<file path="config.mk">
export PLATFORM = sky130hd
export DESIGN_NAME = fetch_unit
export DESIGN_NICKNAME = d
export VERILOG_FILES = /design/src/rtl/fetch_unit.sv
export SDC_FILE = /design/constraint.sdc
export NUM_CORES = 1
export LEC_CHECK = 0
export CAP_MARGIN = 15
export CORE_UTILIZATION = 48
export CTS_CLUSTER_SIZE = 30
export DETAILED_ROUTE_END_ITERATION = 10
export GPL_ROUTABILITY_DRIVEN = 1
export PLACE_DENSITY_LB_ADDON = 0.12
export SLEW_MARGIN = 10
export SYNTH_ARGS = -nofsm -noshare
export SYNTH_HDL_FRONTEND = slang
export SYNTH_SLANG_ARGS = --single-unit
</file>
<file path="constraint.sdc">
create_clock -name clk -period 4.2 [get_ports clk]
set_input_delay 0.84 -clock clk [delete_from_list [all_inputs] [get_ports clk]]
set_output_delay 0.84 -clock clk [all_outputs]
set_load 0.01 [all_outputs]
</file>
<file path="src/rtl/fetch_unit.sv">
// Instruction-fetch front end.
// Owns the PC and issues word fetches to instruction memory under a credit
// limit. Responses come back in order and are tagged with their PC through a
// small tag FIFO. They are buffered and handed to decode over a valid/ready
// handshake. A branch redirect flushes the buffer and marks every request
// still in flight as "to be dropped" when its response returns.
module fetch_unit #(
  parameter logic [31:0] RESET_PC        = 32'h0000_0000,
  parameter int          MAX_OUTSTANDING = 2
) (
  input  logic        clk,
  input  logic        rst_n,
  input  logic        branch_taken,
  input  logic [31:0] branch_addr,
  output logic        imem_req_valid,
  input  logic        imem_req_ready,
  output logic [31:0] imem_req_addr,
  input  logic        imem_rsp_valid,
  input  logic [31:0] imem_rsp_data,
  output logic        inst_valid,
  input  logic        inst_ready,
  output logic [31:0] inst_data,
  output logic [31:0] inst_pc,
  output logic        fetch_fault
);

  // Buffer and tag FIFO share the same depth. The credit rule bounds
  // inflight + drop and occupancy by MAX_OUTSTANDING, so neither can overflow.
  localparam int DEPTH    = MAX_OUTSTANDING;
  localparam int PTR_W    = (DEPTH > 1) ? $clog2(DEPTH) : 1;
  localparam int CNT_W    = 3;  // holds 0..4
  localparam int CREDIT_W = 5;  // sum of three CNT_W counters
  localparam logic [PTR_W-1:0]    LAST_IDX     = PTR_W'(DEPTH - 1);
  localparam logic [CREDIT_W-1:0] CREDIT_LIMIT = CREDIT_W'(MAX_OUTSTANDING);

  // Circular pointer advance that also works when DEPTH is not a power of two.
  function automatic logic [PTR_W-1:0] ptr_inc(input logic [PTR_W-1:0] p);
    return (p == LAST_IDX) ? '0 : p + PTR_W'(1);
  endfunction

  // Architectural state.
  logic [31:0]      pc_reg,          pc_next;
  logic [CNT_W-1:0] inflight_reg,    inflight_next;
  logic [CNT_W-1:0] drop_reg,        drop_next;
  logic [CNT_W-1:0] occ_reg,         occ_next;
  logic             fault_reg,       fault_next;
  logic [PTR_W-1:0] tag_wr_ptr_reg,  tag_wr_ptr_next;
  logic [PTR_W-1:0] tag_rd_ptr_reg,  tag_rd_ptr_next;
  logic [PTR_W-1:0] buf_wr_ptr_reg,  buf_wr_ptr_next;
  logic [PTR_W-1:0] buf_rd_ptr_reg,  buf_rd_ptr_next;

  // Storage read views, one element per entry.
  logic [31:0] tag_entries  [DEPTH];
  logic [31:0] data_entries [DEPTH];
  logic [31:0] pc_entries   [DEPTH];

  // Handshake and event decode.
  logic [CREDIT_W-1:0] credit_used;
  logic                req_fire;
  logic                rsp_drop;
  logic                rsp_keep;
  logic                buf_push;
  logic                buf_pop;
  logic                target_misaligned;
  logic [31:0]         rsp_tag;

  assign credit_used = CREDIT_W'(inflight_reg) + CREDIT_W'(occ_reg) + CREDIT_W'(drop_reg);

  // Requests are held off while in reset, after a fault, in a redirect cycle,
  // and whenever every credit is taken.
  assign imem_req_valid = rst_n && !fault_reg && !branch_taken && (credit_used < CREDIT_LIMIT);
  assign imem_req_addr  = pc_reg;
  assign req_fire       = imem_req_valid && imem_req_ready;

  // A response is discarded while pre-redirect requests remain outstanding.
  assign rsp_drop = imem_rsp_valid && (drop_reg != '0);
  assign rsp_keep = imem_rsp_valid && (drop_reg == '0);
  assign rsp_tag  = tag_entries[tag_rd_ptr_reg];

  // A kept response arriving in a redirect cycle is still discarded.
  assign buf_push = rsp_keep && !branch_taken;
  assign buf_pop  = inst_valid && inst_ready;

  assign target_misaligned = branch_taken && (branch_addr[1:0] != 2'b00);

  // Head of the buffer goes to decode; zero when empty so nothing stale shows.
  assign inst_valid  = (occ_reg != '0);
  assign inst_data   = inst_valid ? data_entries[buf_rd_ptr_reg] : 32'h0;
  assign inst_pc     = inst_valid ? pc_entries[buf_rd_ptr_reg]   : 32'h0;
  assign fetch_fault = fault_reg;

  // Next-state computation for PC, counters, pointers and fault flag.
  always_comb begin
    pc_next         = pc_reg;
    inflight_next   = inflight_reg;
    drop_next       = drop_reg;
    occ_next        = occ_reg;
    fault_next      = fault_reg;
    tag_wr_ptr_next = tag_wr_ptr_reg;
    tag_rd_ptr_next = tag_rd_ptr_reg;
    buf_wr_ptr_next = buf_wr_ptr_reg;
    buf_rd_ptr_next = buf_rd_ptr_reg;

    // The tag FIFO mirrors memory traffic exactly: one push per accepted
    // request, one pop per response, whether the response is kept or dropped.
    if (req_fire) begin
      tag_wr_ptr_next = ptr_inc(tag_wr_ptr_reg);
    end
    if (imem_rsp_valid) begin
      tag_rd_ptr_next = ptr_inc(tag_rd_ptr_reg);
    end

    if (branch_taken) begin
      // Redirect: everything in flight becomes a drop. A response that lands
      // this same cycle consumes one of those drops immediately.
      if (target_misaligned) begin
        fault_next = 1'b1;
      end else begin
        pc_next = branch_addr;
      end
      drop_next       = drop_reg + inflight_reg - CNT_W'(imem_rsp_valid);
      inflight_next   = '0;
      occ_next        = '0;
      buf_wr_ptr_next = '0;
      buf_rd_ptr_next = '0;
    end else begin
      if (req_fire) begin
        pc_next = pc_reg + 32'd4;
      end
      if (rsp_drop) begin
        drop_next = drop_reg - CNT_W'(1);
      end
      inflight_next = inflight_reg + CNT_W'(req_fire) - CNT_W'(rsp_keep);
      if (buf_push) begin
        buf_wr_ptr_next = ptr_inc(buf_wr_ptr_reg);
      end
      if (buf_pop) begin
        buf_rd_ptr_next = ptr_inc(buf_rd_ptr_reg);
      end
      occ_next = occ_reg + CNT_W'(buf_push) - CNT_W'(buf_pop);
    end
  end

  // Control state register with asynchronous active-low reset.
  always_ff @(posedge clk or negedge rst_n) begin
    if (!rst_n) begin
      pc_reg         <= RESET_PC;
      inflight_reg   <= '0;
      drop_reg       <= '0;
      occ_reg        <= '0;
      fault_reg      <= 1'b0;
      tag_wr_ptr_reg <= '0;
      tag_rd_ptr_reg <= '0;
      buf_wr_ptr_reg <= '0;
      buf_rd_ptr_reg <= '0;
    end else begin
      pc_reg         <= pc_next;
      inflight_reg   <= inflight_next;
      drop_reg       <= drop_next;
      occ_reg        <= occ_next;
      fault_reg      <= fault_next;
      tag_wr_ptr_reg <= tag_wr_ptr_next;
      tag_rd_ptr_reg <= tag_rd_ptr_next;
      buf_wr_ptr_reg <= buf_wr_ptr_next;
      buf_rd_ptr_reg <= buf_rd_ptr_next;
    end
  end

  // Per-entry storage. Contents need no reset: occupancy and pointers decide
  // what is valid, and the outputs are gated to zero when the buffer is empty.
  for (genvar gi = 0; gi < DEPTH; gi++) begin : g_entry
    logic [31:0] tag_reg;
    logic [31:0] data_reg;
    logic [31:0] pc_reg_e;

    // Capture the PC of each accepted request in its tag slot.
    always_ff @(posedge clk) begin
      if (req_fire && (tag_wr_ptr_reg == PTR_W'(gi))) begin
        tag_reg <= pc_reg;
      end
    end

    // Capture a kept response word together with its tag.
    always_ff @(posedge clk) begin
      if (buf_push && (buf_wr_ptr_reg == PTR_W'(gi))) begin
        data_reg <= imem_rsp_data;
        pc_reg_e <= rsp_tag;
      end
    end

    assign tag_entries[gi]  = tag_reg;
    assign data_entries[gi] = data_reg;
    assign pc_entries[gi]   = pc_reg_e;
  end

endmodule

</file>
Word-level counts from Yosys, hierarchy flattened
Cells that the tools add are included.
{"block": "totals", "wordCells": 88, "register_bits": 238, "input_bits": 70, "out_inout_bits": 99}
{"block": "op_classes", "reduce_logical": 25, "n_addsub": 14, "eq_ne": 1, "n_bitwise": 4, "magnitude_cmp": 3, "muxes": 26}
{"cell": "two-way mux 32 bit", "count": 14}
{"cell": "adder 32 x 3 -> 32 bit (second input constant)", "count": 1}
{"cell": "logical AND 1 bit", "count": 13}
{"cell": "two-way mux 3 bit", "count": 4}
{"cell": "nonzero test 2 bit", "count": 5}
{"cell": "subtractor 3 x 1 -> 3 bit", "count": 3}
{"cell": "two-way mux 1 bit", "count": 8}
{"cell": "adder 3 x 1 -> 3 bit", "count": 2}
{"cell": "nonzero test 3 bit", "count": 2}
{"cell": "adder 4 x 3 -> 5 bit", "count": 1}
{"cell": "< comparator 5 x 2 -> 1 bit (second input constant)", "count": 1}
{"cell": "adder 1 bit (second input constant)", "count": 4}
{"cell": "adder 3 x 3 -> 4 bit", "count": 1}
{"cell": ">= comparator 2 bit (second input constant)", "count": 2}
{"cell": "inverter 1 -> 2 bit", "count": 2}
{"cell": "AND reduction 2 bit", "count": 2}
{"cell": "adder 3 bit", "count": 1}
{"cell": "zero test 3 bit", "count": 1}
{"cell": "subtractor 3 x 1 -> 3 bit (second input constant)", "count": 1}
{"cell": "zero test 1 bit", "count": 2}
{"cell": "!= test 2 bit (second input constant)", "count": 1}
{"cell": "inverter 1 bit", "count": 2}

Longest topological paths before layout
Gate-level depths: netlist (run 1).
{"block": "depth", "word_depth": 8, "ltp_mapped": 17, "depth_no_buf": 16}

Worst setup path before layout (run 1)
OpenSTA, ideal clock, no wires.
{"block": "synth_timing", "kind": "input to register", "from": "input branch_taken", "to": "register g_entry[0].data_reg[0], enable pin", "setup_ns": 0.486, "required_time_ns": 3.714, "path_slack_ns": -0.279, "stages": 4, "t_arrival_ns": 3.993, "cell_sequence": "inv_1 -> clkbuf_1 -> nand2_1 -> nor2_1"}
{"block": "synth_between", "elab_chain_cells": 3}
{"element": "start, declared", "line_no": "13", "source": "input logic branch_taken,"}
{"element": "zero test 1 bit", "line_no": "81", "source": "assign buf_push = rsp_keep && !branch_taken;"}
{"element": "logical AND 1 bit", "line_no": "81"}
{"element": "logical AND 1 bit", "line_no": "185", "source": "if (buf_push && (buf_wr_ptr_reg == PTR_W'(gi))) begin"}
{"element": "end signal, assigned", "line_no": "186", "source": "data_reg <= imem_rsp_data;"}
{"element": "end, declared", "line_no": "173", "source": "logic [31:0] data_reg;"}
No other way between the ends.
A chain may end at the register's enable or synchronous reset.

Worst setup path in the final report (run 1)
{"block": "layout_timing", "from": "register inflight_reg[1]", "to": "output imem_req_valid"}
{"block": "layout_between", "elab_chain_cells": 4}
{"element": "start, declared", "line_no": "43", "source": "logic [CNT_W-1:0] inflight_reg, inflight_next;"}
{"element": "start signal, assigned", "line_no": "158", "source": "inflight_reg <= inflight_next;"}
{"element": "adder 3 x 3 -> 4 bit", "line_no": "67", "source": "assign credit_used = CREDIT_W'(inflight_reg) + CREDIT_W'(occ_reg) + CREDIT_W'(drop_reg);"}
{"element": "adder 4 x 3 -> 5 bit", "line_no": "67"}
{"element": "< comparator 5 x 2 -> 1 bit", "line_no": "71", "source": "assign imem_req_valid = rst_n && !fault_reg && !branch_taken && (credit_used < CREDIT_LIMIT);"}
{"element": "logical AND 1 bit", "line_no": "71"}
{"element": "end, declared", "line_no": "15", "source": "output logic imem_req_valid,"}
No other way between the ends.

==> results of run 1 <==
layer usage:
metal	share of wire (%)	global-route usage [%]	up-vias	wire, microns
li1	-	-	2951	-
met4	3.5	8.85	0	757
met5	0	0	-	0
met1	42	26.1	3091	9210
met2	48	34.1	209	10500
met3	6.0	4.01	48	1300
through the flow:
stage / power, mW / utilization (%)
detailed placement: 5.46 / 59.5
floorplan: 4.31 / -
CTS: 7.73 / 63.7
finish: 7.66 / 63.7
global route: 8.03 / 63.7
global placement: 5.40 / 59.5
power by group through the flow:
| stage | logic, mW | clock network, mW | registers (mW) |
|---|---|---|---|
| after floorplan | 1.38 | 0 | 2.94 |
| after global placement | 2.37 | 0 | 3.03 |
| after detailed placement | 2.42 | 0 | 3.04 |
| after CTS | 2.44 | 2.30 | 3.00 |
| after global routing | 2.63 | 2.38 | 3.02 |
| final | 2.41 | 2.25 | 2.99 |
worst max path at each step:
| stage | from | endpoint | slack, ns | cells after the start |
|---|---|---|---|---|
| floorplan | inflight_reg[1]$_DFF_PN0_ | g_entry[0].tag_reg[0]$_DFFE_PP_ | 0.14 | 9 |
| global placement | inflight_reg[1]$_DFF_PN0_ | inflight_reg[2]$_DFF_PN0_ | 0.83 | 15 |
| detailed placement | inflight_reg[1]$_DFF_PN0_ | inflight_reg[2]$_DFF_PN0_ | 0.68 | 15 |
| CTS | inflight_reg[1]$_DFF_PN0_ | imem_req_valid | 0.25 | 7 |
| global route | inflight_reg[1]$_DFF_PN0_ | imem_req_valid | 0.09 | 7 |
| finish | inflight_reg[1]$_DFF_PN0_ | imem_req_valid | 0.25 | 7 |
cells in the final DEF (no fill, tap or decap), types with 8 or more instances in the layout:
master | Yosys | routed
edfxtp_1 | 192 | 192
clkdlybuf4s50_1 | 0 | 167
nor2_1 | 93 | 91
mux2i_1 | 69 | 69
dfrtp_1 | 46 | 45
mux2_2 | 32 | 32
nand2_1 | 24 | 24
clkbuf_16 | 0 | 24
inv_1 | 19 | 19
a21oi_1 | 17 | 17
nand3_1 | 15 | 15
buf_4 | 0 | 15
o22ai_1 | 14 | 14
ha_1 | 14 | 14
xnor2_1 | 13 | 13
xor2_1 | 10 | 10
and2_1 | 8 | 8
nand4_1 | 8 | 8
nor3_1 | 9 | 8
cell families (layout without fill, tap and decap cells):
kind of cell / Yosys count / in the layout / synth area share, %
AO/OA/AOI/OAI: 69 / 69 / 4.54
XOR/XNOR: 23 / 23 / 2.00
adder cells (fa/ha/maj): 20 / 20 / 2.93
buffers and inverters: 52 / 249 / 2.04
flip-flops: 238 / 238 / 68.6
multiplexers: 101 / 101 / 10.4
AND/OR/NAND/NOR: 194 / 194 / 9.41
cell type report:
type | count | area, sq um | share of cell area [%]
tap | 270 | 338 | 2.60
timing repair buffer | 186 | 1850 | 14.2
inverter | 19 | 71.3 | 0.548
clock buffer | 32 | 651 | 5.00
multi-input combinational | 407 | 2980 | 22.9
sequential | 238 | 6920 | 53.2
clock inverter | 12 | 195 | 1.50
==> results.toml, run 1 <==
[sta]
finalCriticalPeriod_ns = 3.95
rsz0062_at_grt = "no"
slew_violations = 0
max_freq_mhz = 253
finalClockSkew_ns = 0.0186
timing.final.ws_setup_ns = 0.249
whs_ns = 0.476
slew_headroom_pct = 37.7
fin_setup_tns_ns = 0
final_hold_viol_count = 0
worstMarginPinSlew_ns = 0.932
finalCritPeriodShare_pct = 94.1
finalSetupViolCount = 0

[clock_network]
cts_tree = "yes"
cts_hold_buffers = 0
cts_root_buf = "clkbuf_16"
cts_max_level = 1
postCtsResizedCells = 0
cts_buffers = 24
cts_max_path_buffers = 3
path_clk_slew_ns = 0.06
cts_setup_buffers = 0
clkLatencyLatePin_ns = 0.52
clock-sinks = 238

[yosys]
synth_top_cell_by_area = "edfxtp_1"
ys_seq_area_share_pct = 68.6
yosys_warnings = 0
yosysTopAreaCellShare_pct = 57.2
synth_area_per_cell_sq_um = 14.5
yosys-top-cells-count = "edfxtp_1, nor2_1, mux2i_1"
yosysMostFrequentCell = "edfxtp_1"
syn_area_sq_um = 10100
synth_cells = 697
synth_edf_count = 192
yosys_most_used_dff = "edfxtp_1"
synth_area_leaders = "edfxtp_1, dfrtp_1, mux2i_1"
async_reset_ff_share_pct = 19.3
ys_types = 50
syn_nets = 787
synth_seq_cells = 238

[placed_design]
place_congestion = 0.843
place_inst = 1120
dp_hpwl_microns = 13900
port_buffers = 168
placedInstanceArea_sq_um = 12200
dpl_worst_slack_ns = 0.677

[route]
ant_nets = 0
first_iter_violations = 329
drt-total-wl_microns = 21700
viasPerCell = 5.41
post-route-drc-count = 0
avgRoutedWirePerCell_microns = 18.7
drtPass1Iterations = 4
dr_total_vias = 6299

[pwr]
powerDensity_nw_per_um2 = 589
p_comb_share_pct = 31.5
p_leak_nw = 4.63
internal-power_mw = 5.43
max-vdd-ir-drop_mv = 0.339
power_frac_clock_pct = 29.4
power_frac_seq_pct = 39.1
switchingPower_mw = 2.22
switching_share_pct = 29.0

[critical_path]
cpPeakStageDelay_ns = 0.54
r2r_slack_ns = 0.63
cp_cell_sequence = "fa_1, ha_1, fa_1, nor2_1, and2_1, nor2b_1, clkdlybuf4s50_1"
rr_startpoint = "inflight_reg[1]$_DFF_PN0_"
path_common_cell = "fa_1"
cp_data_arrival_time_ns = 3.11
cp_slowest_cell = "clkdlybuf4s50_1"
required_ns = 3.36
crit_path_end_kind = "primary output"
reg2reg_to = "inflight_reg[2]$_DFF_PN0_"
worst_setup_path_start_kind = "flop"
cp_max_fo = 3
crit_type = "flop to primary output"
r2r_cells = 15
critPathTopFamily = "adder cells"
critPathBufInv = 1

[global_routing]
grt_max_degree = 52
track_usage_pct = 20.5
antenna_found_initial = 0
grt_overflow_total = 0
grt_pass1_vias = 6513
grt_pass1_wl_microns = 34300

[layout]
final_net_count = 966
drive_gt1_share_pct = 11.4
fin_cells = 1164
areaGrowthSynthToFinish_pct = 29.1
fillers = 1558
stdcell_area_sq_um = 13000
antenna_cells = 0

[die]
die_w_microns = 147
ios = 169
row_count = 52
start_util_pct = 49.3
core-area_sq_um = 20400
die_h_microns = 147
dieArea_sq_um = 21600

[flow_run]
drv_cap = 0

[min_path]
hold_class = "primary input to async pin"

[outcome]
status = "completed"
(Power assumes the default switching activity.)
==> run 2, diff against run 1 <==
RECOVER_POWER = 25   (was unset)
SLEW_MARGIN = unset   (was 10)
==> run 2 against run 1 <==
  * The flow now finishes with violations (capacitance limit, slew limit)
  * Non-clock buffer count did not move
  * Critical path depth unchanged
  * Flip-flop and latch count unchanged
  * Via count decreased by 0.11%
  * Cell count barely moved
  * Combinational power about the same
  * Maximum frequency about the same
  * Register-to-register slack about the same
  * Sequential power about the same
  * Clock skew is essentially flat
  * Wire length about the same
  * Largest cell class unchanged
  * Highest routed layer unchanged
==> results.toml, run 2 (same netlist as run 1, synthesis figures left out) <==
[sta]
slew_violations = 47
finalCritPeriodShare_pct = 94.1
worstMarginPinSlew_ns = 2.67
rsz0062_at_grt = "no"
slew_headroom_pct = -78.0
max_freq_mhz = 253
final_hold_viol_count = 0
fin_setup_tns_ns = 0
finalClockSkew_ns = 0.0183
timing.final.ws_setup_ns = 0.248
finalSetupViolCount = 0
finalCriticalPeriod_ns = 3.95
whs_ns = 0.490

[pwr]
power_mw = 7.65
p_leak_nw = 4.63
max-vdd-ir-drop_mv = 0.339
powerDensity_nw_per_um2 = 588

[critical_path]
critPathTopFamily = "adder cells"
crit_path_end_kind = "primary output"
r2r_cells = 15
path_common_cell = "fa_1"
crit_type = "flop to primary output"
cp_slowest_cell = "clkdlybuf4s50_1"
critPathBufInv = 1
cp_data_arrival_time_ns = 3.11
cp_max_fo = 3
cp-startpoint = "inflight_reg[1]$_DFF_PN0_"
rr_startpoint = "inflight_reg[1]$_DFF_PN0_"
r2r_slack_ns = 0.63
cp_cell_sequence = "fa_1, ha_1, fa_1, nor2_1, and2_1, nor2b_1, clkdlybuf4s50_1"
worst_setup_path_start_kind = "flop"
required_ns = 3.36
cpPeakStageDelay_ns = 0.54
reg2reg_to = "inflight_reg[2]$_DFF_PN0_"

[layout]
stdcell_area_sq_um = 13000
areaGrowthSynthToFinish_pct = 29.0
fin_cells = 1165
finalCoreUtilization_pct = 63.6
drive_gt1_share_pct = 11.2
layout_common_cells = "edfxtp_1, clkdlybuf4s50_1, nor2_1"
final_common_cell = "edfxtp_1"
final_net_count = 966
fillers = 1561

[die]
row_count = 52
die_h_microns = 147
ios = 169
die_w_microns = 147
start_util_pct = 49.3
core-area_sq_um = 20400
dieArea_sq_um = 21600

[global_routing]
antenna_found_initial = 0
grt_pass1_wl_microns = 34300
grt_pass1_vias = 6513
grt_max_degree = 52
grt_overflow_total = 0
track_usage_pct = 20.5

[outcome]
status = "finished, violations left"
violations = "capacitance limit, slew limit"

[route]
post-route-drc-count = 0
first_iter_violations = 328
dr_total_vias = 6292
drtPass1Iterations = 4
avgRoutedWirePerCell_microns = 18.6
ant_nets = 0
drt-total-wl_microns = 21700
viasPerCell = 5.40

[placed_design]
port_buffers = 168
placedInstanceArea_sq_um = 12200
place_inst = 1120
dpl_worst_slack_ns = 0.677
place_congestion = 0.843
dp_hpwl_microns = 13900

[clock_network]
cts_buffers = 24
cts_hold_buffers = 0
path_clk_slew_ns = 0.06
cts_root_buf = "clkbuf_16"
clock-sinks = 238
cts_tree = "yes"
cts_setup_buffers = 0
cts_max_path_buffers = 3
cts_max_level = 1
clkLatencyLatePin_ns = 0.52
postCtsResizedCells = 0

[min_path]
min_to = "fetch_fault$_DFFE_PN0P_"
hold_class = "flop to flop"
hold_path_depth = 1
holdCritStartpoint = "fetch_fault$_DFFE_PN0P_"

[flow_run]
drv_cap = 1
## run 2: how the worst max path moves through the flow
stage,end,cells after the start
floorplan,g_entry[0].tag_reg[0]$_DFFE_PP_,9
global placement,inflight_reg[2]$_DFF_PN0_,15
detailed placement,inflight_reg[2]$_DFF_PN0_,15
CTS,imem_req_valid,7
global route,imem_req_valid,7
finish,imem_req_valid,7
## run 2: layout make-up
class                      count  area (sq um)  share of cell area, %
antenna                        1          2.50                 0.0192
timing repair buffer         186          1840                   14.2
inverter                      19          71.3                  0.549
sequential                   238          6920                   53.2
clock inverter                12           195                   1.50
multi-input combinational    407          2980                   22.9
clock buffer                  32           651                   5.00
tap                          270           338                   2.60
## run 2: power breakdown
group | total (mW) | internal [mW] | leakage (nW) | switching (mW)
combinational | 2.41 | 1.26 | 1.91 | 1.14
sequential | 2.99 | 2.77 | 2.31 | 0.225
clock | 2.25 | 1.40 | 0.416 | 0.852
total | 7.65 | 5.43 | 4.63 | 2.22
## run 2: per-layer routing
metal  routed length, microns  vias to the layer above  global-route usage [%]  part of all wire, %
met5                        0                        -                       0                    0
met4                      757                        0                    8.85                  3.5
met3                     1260                       48                    4.01                  5.8
met2                    10500                      203                    34.1                   48
met1                     9210                     3096                    26.1                   42
li1                         -                     2945                       -                    -
